--- config.mk ---
export PLATFORM = sky130hd
export DESIGN_NAME = inst_axi_rbridge
export DESIGN_NICKNAME = d
export VERILOG_FILES = /design/src/rtl/cpu_axi_pkg.sv /design/src/rtl/inst_ar_slot.sv /design/src/rtl/inst_axi_rbridge.sv
export SDC_FILE = /design/constraint.sdc
export NUM_CORES = 1
export LEC_CHECK = 0
export BUFFER_PORTS_ARGS = -buffer_cell sky130_fd_sc_hd__buf_2
export CAP_MARGIN = 25
export CORE_MARGIN = 1.5
export CORE_UTILIZATION = 35
export DETAILED_ROUTE_END_ITERATION = 8
export GPL_TIMING_DRIVEN = 0
export PLACE_DENSITY = 0.79
export SLEW_MARGIN = 10
export SYNTH_ARGS = -nofsm -noshare
export SYNTH_HDL_FRONTEND = slang
export SYNTH_SLANG_ARGS = --single-unit
export TNS_END_PERCENT = 100
--- constraint.sdc ---
create_clock -name clk -period 1.67 [get_ports clk]
set_input_delay 0.501 -clock clk [delete_from_list [all_inputs] [get_ports clk]]
set_output_delay 0.501 -clock clk [all_outputs]
set_load 0.05 [all_outputs]
--- src/rtl/cpu_axi_pkg.sv ---
`default_nettype none
// ============================================================================
// Module : cpu_axi_pkg
// Brief  : Shared constants for the CPU-side AXI bridges. Covers the AXI burst,
//          cache, prot and lock defaults, the sram-like size encodings and the
//          AXI response codes.
// Rev    : 1.0  initial release
// ============================================================================
package cpu_axi_pkg;

    localparam logic [1:0] AXI_BURST_INCR      = 2'b01;
    localparam logic [7:0] AXI_ARLEN_SINGLE    = 8'd0;
    localparam logic [3:0] AXI_ARCACHE_DEFAULT = 4'b0000;
    localparam logic [2:0] AXI_ARPROT_DEFAULT  = 3'b000;
    localparam logic [1:0] AXI_ARLOCK_DEFAULT  = 2'b00;
    localparam logic [1:0] AXI_RESP_OKAY       = 2'b00;

    // sram-like transfer size encodings
    typedef enum logic [1:0] {
        SRAM_SIZE_BYTE = 2'd0,
        SRAM_SIZE_HALF = 2'd1,
        SRAM_SIZE_WORD = 2'd2
    } sram_size_e;

    // The sram-like size is already log2(bytes), which is exactly AXI AxSIZE.
    function automatic logic [2:0] sram_to_axi_size(input logic [1:0] size);
        return {1'b0, size};
    endfunction

endpackage
`default_nettype wire

--- src/rtl/inst_ar_slot.sv ---
`default_nettype none
// ============================================================================
// Module : inst_ar_slot
// Brief  : One-entry AR holding register. A request loaded here is presented
//          on AR until the slave takes it. The slot may be reloaded in the
//          same cycle as the handshake, which gives back-to-back ARs.
// Ports  : clk, resetn  - clock, async active-low reset
//          load         - capture ld_addr/ld_size (request accepted)
//          ld_addr/size - request being accepted
//          arready      - AR handshake from the slave
//          busy         - slot holds a request (drives arvalid)
//          free         - slot can take a request this cycle
//          addr/size    - held request (drives araddr/arsize)
// Rev    : 1.0  initial release
// ============================================================================
module inst_ar_slot (
    input  logic        clk,
    input  logic        resetn,
    input  logic        load,
    input  logic [31:0] ld_addr,
    input  logic [1:0]  ld_size,
    input  logic        arready,
    output logic        busy,
    output logic        free,
    output logic [31:0] addr,
    output logic [1:0]  size
);

    logic        busy_q, busy_d;
    logic [31:0] addr_q, addr_d;
    logic [1:0]  size_q, size_d;

    always_comb begin
        busy_d = busy_q;
        addr_d = addr_q;
        size_d = size_q;
        if (busy_q && arready) begin
            busy_d = 1'b0;
        end
        // A load wins over the handshake release, so the slot refills in place.
        if (load) begin
            busy_d = 1'b1;
            addr_d = ld_addr;
            size_d = ld_size;
        end
    end

    always_ff @(posedge clk or negedge resetn) begin
        if (!resetn) begin
            busy_q <= 1'b0;
            addr_q <= '0;
            size_q <= '0;
        end else begin
            busy_q <= busy_d;
            addr_q <= addr_d;
            size_q <= size_d;
        end
    end

    assign busy = busy_q;
    assign free = ~busy_q | arready;
    assign addr = addr_q;
    assign size = size_q;

endmodule
`default_nettype wire

--- src/rtl/inst_axi_rbridge.sv ---
`default_nettype none
// ============================================================================
// Module : inst_axi_rbridge
// Brief  : Instruction-side sram-like to AXI4 read bridge. Each accepted
//          sram-like read becomes one single-beat AXI read. Up to
//          MAX_OUTSTANDING reads may be in flight, and they return in order.
// Ports  : inst_sram_*  - sram-like request/response port toward IF
//          ar*          - AXI read address channel
//          r*           - AXI read data channel (rid ignored, single ID)
//          inst_bus_err - error pulse alongside data_ok on a non-OKAY rresp
// Config : `define INST_AXI_RRESP_CHECK_EN enables inst_bus_err. When it is
//          not defined, inst_bus_err is tied low and rresp is ignored.
// Rev    : 1.0  initial release
// ============================================================================
module inst_axi_rbridge
    import cpu_axi_pkg::*;
#(
    parameter int         MAX_OUTSTANDING = 2,
    parameter logic [3:0] ARID_VAL        = 4'd0
) (
    input  logic        clk,
    input  logic        resetn,
    input  logic        inst_sram_req,
    input  logic [1:0]  inst_sram_size,
    input  logic [31:0] inst_sram_addr,
    output logic        inst_sram_addr_ok,
    output logic        inst_sram_data_ok,
    output logic [31:0] inst_sram_rdata,
    output logic [3:0]  arid,
    output logic [31:0] araddr,
    output logic [7:0]  arlen,
    output logic [2:0]  arsize,
    output logic [1:0]  arburst,
    output logic [1:0]  arlock,
    output logic [3:0]  arcache,
    output logic [2:0]  arprot,
    output logic        arvalid,
    input  logic        arready,
    input  logic [3:0]  rid,
    input  logic [31:0] rdata,
    input  logic [1:0]  rresp,
    input  logic        rlast,
    input  logic        rvalid,
    output logic        rready,
    output logic        inst_bus_err
);

    localparam int             CNT_W   = $clog2(MAX_OUTSTANDING + 1);
    localparam logic [CNT_W-1:0] CNT_MAX = CNT_W'(MAX_OUTSTANDING);

    logic [CNT_W-1:0] cnt_q, cnt_d;
    logic             rready_q, rready_d;

    logic        w_slot_busy;
    logic        w_slot_free;
    logic [31:0] w_slot_addr;
    logic [1:0]  w_slot_size;
    logic        w_accept;
    logic        w_addr_ok;
    logic        w_data_ok;

    // Only the registered count gates acceptance: a slot freed by a same-cycle
    // data_ok is not reused until the next cycle, keeping addr_ok off the R path.
    assign w_accept  = w_slot_free & (cnt_q < CNT_MAX);
    assign w_addr_ok = inst_sram_req & w_accept & resetn;

    // A beat arriving with nothing outstanding is consumed but not reported.
    assign w_data_ok = rvalid & rready_q & rlast & (cnt_q != '0);

    inst_ar_slot u_ar_slot (
        .clk     (clk),
        .resetn  (resetn),
        .load    (w_addr_ok),
        .ld_addr (inst_sram_addr),
        .ld_size (inst_sram_size),
        .arready (arready),
        .busy    (w_slot_busy),
        .free    (w_slot_free),
        .addr    (w_slot_addr),
        .size    (w_slot_size)
    );

    always_comb begin
        cnt_d    = cnt_q;
        rready_d = 1'b1;
        case ({w_addr_ok, w_data_ok})
            2'b10:   cnt_d = cnt_q + 1'b1;
            2'b01:   cnt_d = cnt_q - 1'b1;
            default: cnt_d = cnt_q;
        endcase
    end

    always_ff @(posedge clk or negedge resetn) begin
        if (!resetn) begin
            cnt_q    <= '0;
            rready_q <= 1'b0;
        end else begin
            cnt_q    <= cnt_d;
            rready_q <= rready_d;
        end
    end

    assign inst_sram_addr_ok = w_addr_ok;
    assign inst_sram_data_ok = w_data_ok;
    assign inst_sram_rdata   = rdata;

    assign arid    = ARID_VAL;
    assign araddr  = w_slot_addr;
    assign arlen   = AXI_ARLEN_SINGLE;
    assign arsize  = sram_to_axi_size(w_slot_size);
    assign arburst = AXI_BURST_INCR;
    assign arlock  = AXI_ARLOCK_DEFAULT;
    assign arcache = AXI_ARCACHE_DEFAULT;
    assign arprot  = AXI_ARPROT_DEFAULT;
    assign arvalid = w_slot_busy;
    assign rready  = rready_q;

`ifdef INST_AXI_RRESP_CHECK_EN
    // data_ok is already low during reset, so the pulse needs no extra gating.
    assign inst_bus_err = w_data_ok & (rresp != AXI_RESP_OKAY);
    logic w_unused_inputs;
    assign w_unused_inputs = ^rid;
`else
    assign inst_bus_err = 1'b0;
    logic w_unused_inputs;
    assign w_unused_inputs = ^{rid, rresp};
`endif

endmodule
`default_nettype wire

Yosys cells after proc, flatten, opt, wreduce, memory -nomap -nowiden
Cells that the tools add are included.

Add/subtract/negate cells: 2. Mux-type cells: 3. Magnitude comparators: 1. Reduce and logical (&&, ||, !) cells: 4. Bitwise logic cells: 8. Equal/unequal tests: 2.

Operators with widths (number): $and A1 B1 Y1 (6); $reduce_bool A2 Y1 (3); $pmux W2 S2 (1); $add A2 B1 Y2 const B (1); $eq A2 B1 Y1 const B (1); $eq A2 B2 Y1 const B (1); $lt A2 B2 Y1 const B (1); $mux W1 (2); $sub A2 B1 Y2 const B (1); $logic_and A1 B1 Y1 (1); $not A1 Y1 (1); $or A1 B1 Y1 (1).

Register bits after elaboration: 38. Output and inout port bits: 95. Input bits: 78. Logic and storage cells: 25.

Depth between registers and ports, before layout
Depth in word-level cells: 7. Mapped depth: 8. Depth with buffers taken out: 7.

Modules after synthesis
From an unflattened synthesis, not the netlist that was laid out.

Cells, all modules: 145. Area, all modules: 2028.2 um2.

By module, submodules not included: inst_ar_slot (area an instance 1451.4 um2, times used 1, cells each 75, seq. area each 875.8 um2); inst_axi_rbridge (area an instance 576.8 um2, times used 1, cells each 70, seq. area each 75.1 um2).

Worst setup path after synthesis
Ideal clock, no wire load.

Path type: flip-flop to flip-flop. Start point: reg u_ar_slot.busy_q (netlist: u_ar_slot.busy). End point: reg cnt_q[1]. Period minus slack after synthesis: 1.901 ns. Buffers on the path: 1. Setup time: 0.079 ns. Cell stages (with the launch flop): 7. Required time: 1.591 ns. Path slack: -0.231 ns. Arrival time: 1.822 ns. Cell sequence: dfrtp_1 > a21oi_4 > buf_8 > inv_1 > ha_1 > nor2_1 > xor2_1.

Cells in the longest elaborated chain, start to end: 7. Elaborated cells on any way between the ends: 9. Those cells by class: 2 x eq/ne; 1 x mux; 5 x bitwise; 1 x reduce/logical.

RTL lines: from (decl) (RTL line inst_ar_slot.sv:29) `logic busy_q, busy_d;`; from (signal assigned) (RTL line inst_ar_slot.sv:54) `busy_q <= busy_d;`; $not A1 Y1 (*) (RTL line inst_ar_slot.sv:61) `assign free = ~busy_q | arready;`; $or A1 B1 Y1 (*) (RTL line inst_ar_slot.sv:61); $and A1 B1 Y1 (*) (RTL line inst_axi_rbridge.sv:64) `assign w_accept = w_slot_free & (cnt_q < CNT_MAX);`; $and A1 B1 Y1 (*) (2 in series) (RTL line inst_axi_rbridge.sv:65) `assign w_addr_ok = inst_sram_req & w_accept & resetn;`; via inst_sram_addr_ok (RTL line inst_axi_rbridge.sv:26) `output logic inst_sram_addr_ok,`; $eq A2 B1 Y1 or $eq A2 B2 Y1 (tied branches) (RTL line inst_axi_rbridge.sv:86) `case ({w_addr_ok, w_data_ok})`; $pmux W2 S2 or $reduce_bool A2 Y1 (tied branches); to (signal assigned) (RTL line inst_axi_rbridge.sv:98) `cnt_q <= cnt_d;`; to (decl) (RTL line inst_axi_rbridge.sv:51) `logic [CNT_W-1:0] cnt_q, cnt_d;`.

The timed path passes the listed nets; every way through them passes the cells marked *. A chain may end at the register's enable or synchronous reset.

Worst setup path after layout
Start point: reg cnt_q[1]. End point: out inst_sram_addr_ok.

Cells in the longest elaborated chain, start to end: 4.

RTL lines (RTL line): $lt A2 B2 Y1 (inst_axi_rbridge.sv:64); $and A1 B1 Y1 (inst_axi_rbridge.sv:64); $and A1 B1 Y1 (2 in series) (inst_axi_rbridge.sv:65); to (decl) (inst_axi_rbridge.sv:26).

No other way between the ends.

==> flow_summary_export.csv <==
group,metric,value,unit
yosys,synth_seq_cells,38,
floorplan,fp.dieH,79.1,um
layout,finalNetCount,372,
sta,unrepaired_setup_endpoints_after_global_routing,"yes",
floorplan,fp.dieArea,6250,um2
power,power-per-cell-area,1920,nW/um2
placement,place.gp.congestion,0.682,
floorplan,die_extent_in_x,79.1,um
setup_path,worstSetupStartpointType,"flip-flop",
job,timing.max_cap.violations,0,
sta,setup_tns,-172,ps
detailed_routing,ant_nets_after_route,0,
yosys,synth.largest_area_cell,"dfrtp_1",
detailed_routing,wl_per_cell,10.1,um
power,share_seq_of_total_power,0.282,
power,power.static_leakage,1.65,nW
yosys,synth_enable_flop_cells,0,
sta,setup_violations_final,3,
layout,area_growth,46.4,%
run_status,run_status,"finished, violations left",
power,share_comb_of_total_power,0.607,
placement,dpl_worst_slack,-1140,ps
floorplan,initial_core_util,0.366,
yosys,yosys.area.top_type_share,0.469,
global_route,antenna_found_initial,0,
setup_path,worst_ep_required_time,1170,ps
sta,layout_min_cycle_time,1760,ps
yosys,ys.flop_type,"dfrtp_1",
layout,layout_cells_sized_above_1,0.759,
cts,number_of_clock_sinks_seen_by_cts,38,
cts,cts-htree-levels,2,
setup_path,critical_path.max_fanout,3,
layout,n_antenna_cell,0,
sta,timing.final.hold_violations,0,
setup_path,worstPathArrival,1260,ps
cts,numCtsBuffers,5,
detailed_routing,count_of_vias_placed_by_the_detailed_router,1445,
global_route,via_count_of_the_first_global_routing_pass,1251,
global_route,grt_remaining_overflow,0,
cts,cell_at_the_root_of_the_clock_tree,"clkbuf_8",
cts,worst_setup_hold_path_clk_slew,70,ps
sta,drv_slew,0,
setup_path,worstSetupEndpointType,"output pin",
yosys,synth.distinct_cells,15,
yosys,synth_warnings,0,
layout,filler_cell_count,478,
power,p_clk_frac,0.112,
yosys,synthArstFlopShare,1.00,
cts,holdBufCountCts,0,
yosys,synth_area_per_cell,13.9,um2
placement,hpwlAfterDp,2840,um
detailed_routing,drc,0,
yosys,synthTopCellsByCount,"57 x buf_4, 38 x dfrtp_1, 28 x mux2_4",
sta,finClkSkew,3.89,ps
yosys,synth_seq_area_share,0.469,
detailed_routing,ratio_of_routed_vias_to_standard_cells,3.95,
floorplan,design.core.area,5540,um2
detailed_routing,drt_pass_1_iters,2,
power,swShare,0.496,
floorplan,pin_count,173,
detailed_routing,wirelength,3710,um
global_route,pin_count_of_the_biggest_net_entering_global_routing,40,
setup_path,criticalPathCategory,"flip-flop to output pin",
global_route,first_pass_grt_wire_length,5680,um
power,switching_power,2.83,mW
yosys,synthMostInstantiatedCell,"buf_4",
detailed_routing,detail_route.iter0.violations,19,
sta,fin_worst_hold_slack,52.0,ps
power,power.internal,2.87,mW
sta,final.setup.worst_slack,-93.2,ps
cts,tritoncts,"built",
sta,max_freq,0.567,GHz
placement,port_buffers,109,
yosys,ys_top_cells_by_area,"dfrtp_1 47%, buf_4 21%, mux2_4 21%",
yosys,syn_area,2030,um2
hold_path,hold_path_class,"input port to asynchronous set/reset pin",
global_route,grt_usage,0.117,
sta,finalCritPeriodShare,1.06,
floorplan,rows,27,
run_status,violations,"setup timing",
cts,clk_latency,280,ps
power,peakVddDrop,0.000996,V
cts,cts_buffer_depth,2,
yosys,syn_inst,146,
critical path, stage by stage, from the launching register on:
cell,delay (ps)
dfrtp_1,390
nand3b_4,170
a21oi_4,160
buf_12,130
buf_12,120
registers in the layout (all words and copies together), names as in the netlist:
register / count
u_ar_slot.busy: 1
cnt_q: 2
rready: 1
u_ar_slot.size: 2
u_ar_slot.addr: 32
cells in the final DEF, fill, tap and decap left out, drive strengths merged:
cell type  netlist  final
buf             60    176
dfrtp           38     38
mux2            34     34
conb             2     26
clkbuf           0      7
inv              3      3
xnor2            2      2
o2111a           1      1
nand3b           1      1
a21oi            1      1
nor2             1      1
xor2             1      1
o21ai            1      1
ha               1      1
clkinv           0      1
power by group through the flow:
stage	clock network [mW]	logic, mW	registers, mW
final	0.638	3.46	1.61
after global routing	0.714	3.60	1.68
after CTS	0.675	3.44	1.62
after detailed placement	0	3.35	1.63
after global placement	0	3.33	1.62
after floorplan	0	1.18	3.15
per-stage QoR:
stage / power (mW) / instances / utilization / area, um2
final: 5.71 / 366 / 0.535 / 2970
after global routing: 6.00 / 366 / 0.535 / 2970
after CTS: 5.73 / 363 / 0.529 / 2930
after detailed placement: 4.98 / 351 / 0.501 / 2770
after global placement: 4.95 / 351 / 0.501 / 2770
after floorplan: 4.33 / 170 / - / 2140
layout make-up:
| class | instances | area, um2 | area share |
|---|---|---|---|
| Clock inverter | 1 | 5.00 | 0.00169 |
| Inverter | 3 | 13.8 | 0.00464 |
| Clock buffer | 7 | 86.3 | 0.0291 |
| Multi-Input combinational cell | 69 | 694 | 0.234 |
| Timing Repair Buffer | 116 | 642 | 0.216 |
| Tap cell | 72 | 90.1 | 0.0304 |
| Buffer | 60 | 483 | 0.163 |
| Sequential cell | 38 | 952 | 0.321 |
kinds of logic (layout without fill, tap and decap cells):
group | count (synthesis) | count (layout) | synth area share
buf+inv | 63 | 187 | 0.239
flops | 38 | 38 | 0.469
mux | 34 | 34 | 0.241
compound gates | 3 | 3 | 0.0161
xor+xnor | 3 | 3 | 0.0130
other cells | 2 | 26 | 0.00371
simple gates | 2 | 2 | 0.0117
fa+ha+maj | 1 | 1 | 0.00618
timing repair:
item / in CTS / in global routing
endpoints found under the setup margin: 38 / 2
setup buffers: 4 / 3
endpoints found under the hold margin: 0 / 0
cloned: 0 / 0
gates resized for setup: 10 / 3
metal layers:
layer	share of wire	vias up	routed length (um)	global-route usage
met5	0	-	0	0
met4	0.012	0	46	0.0368
met3	0.13	5	478	0.0437
met2	0.46	104	1710	0.198
met1	0.40	648	1470	0.138
li1	-	688	-	-
worst paths after layout:
path,start,to,slack (ps),depth (start not counted)
min,resetn,u_ar_slot.addr[9],50,1
max in group asynchronous,resetn,u_ar_slot.busy,1410,1
min in group clk,arready,u_ar_slot.busy,410,2
max,cnt_q[1],inst_sram_addr_ok,-90,4
min reg2reg,u_ar_slot.addr[18],u_ar_slot.addr[18],510,1
max reg2reg,cnt_q[1],cnt_q[1],-10,9
No activity file was read; power rests on OpenSTA's default activity.
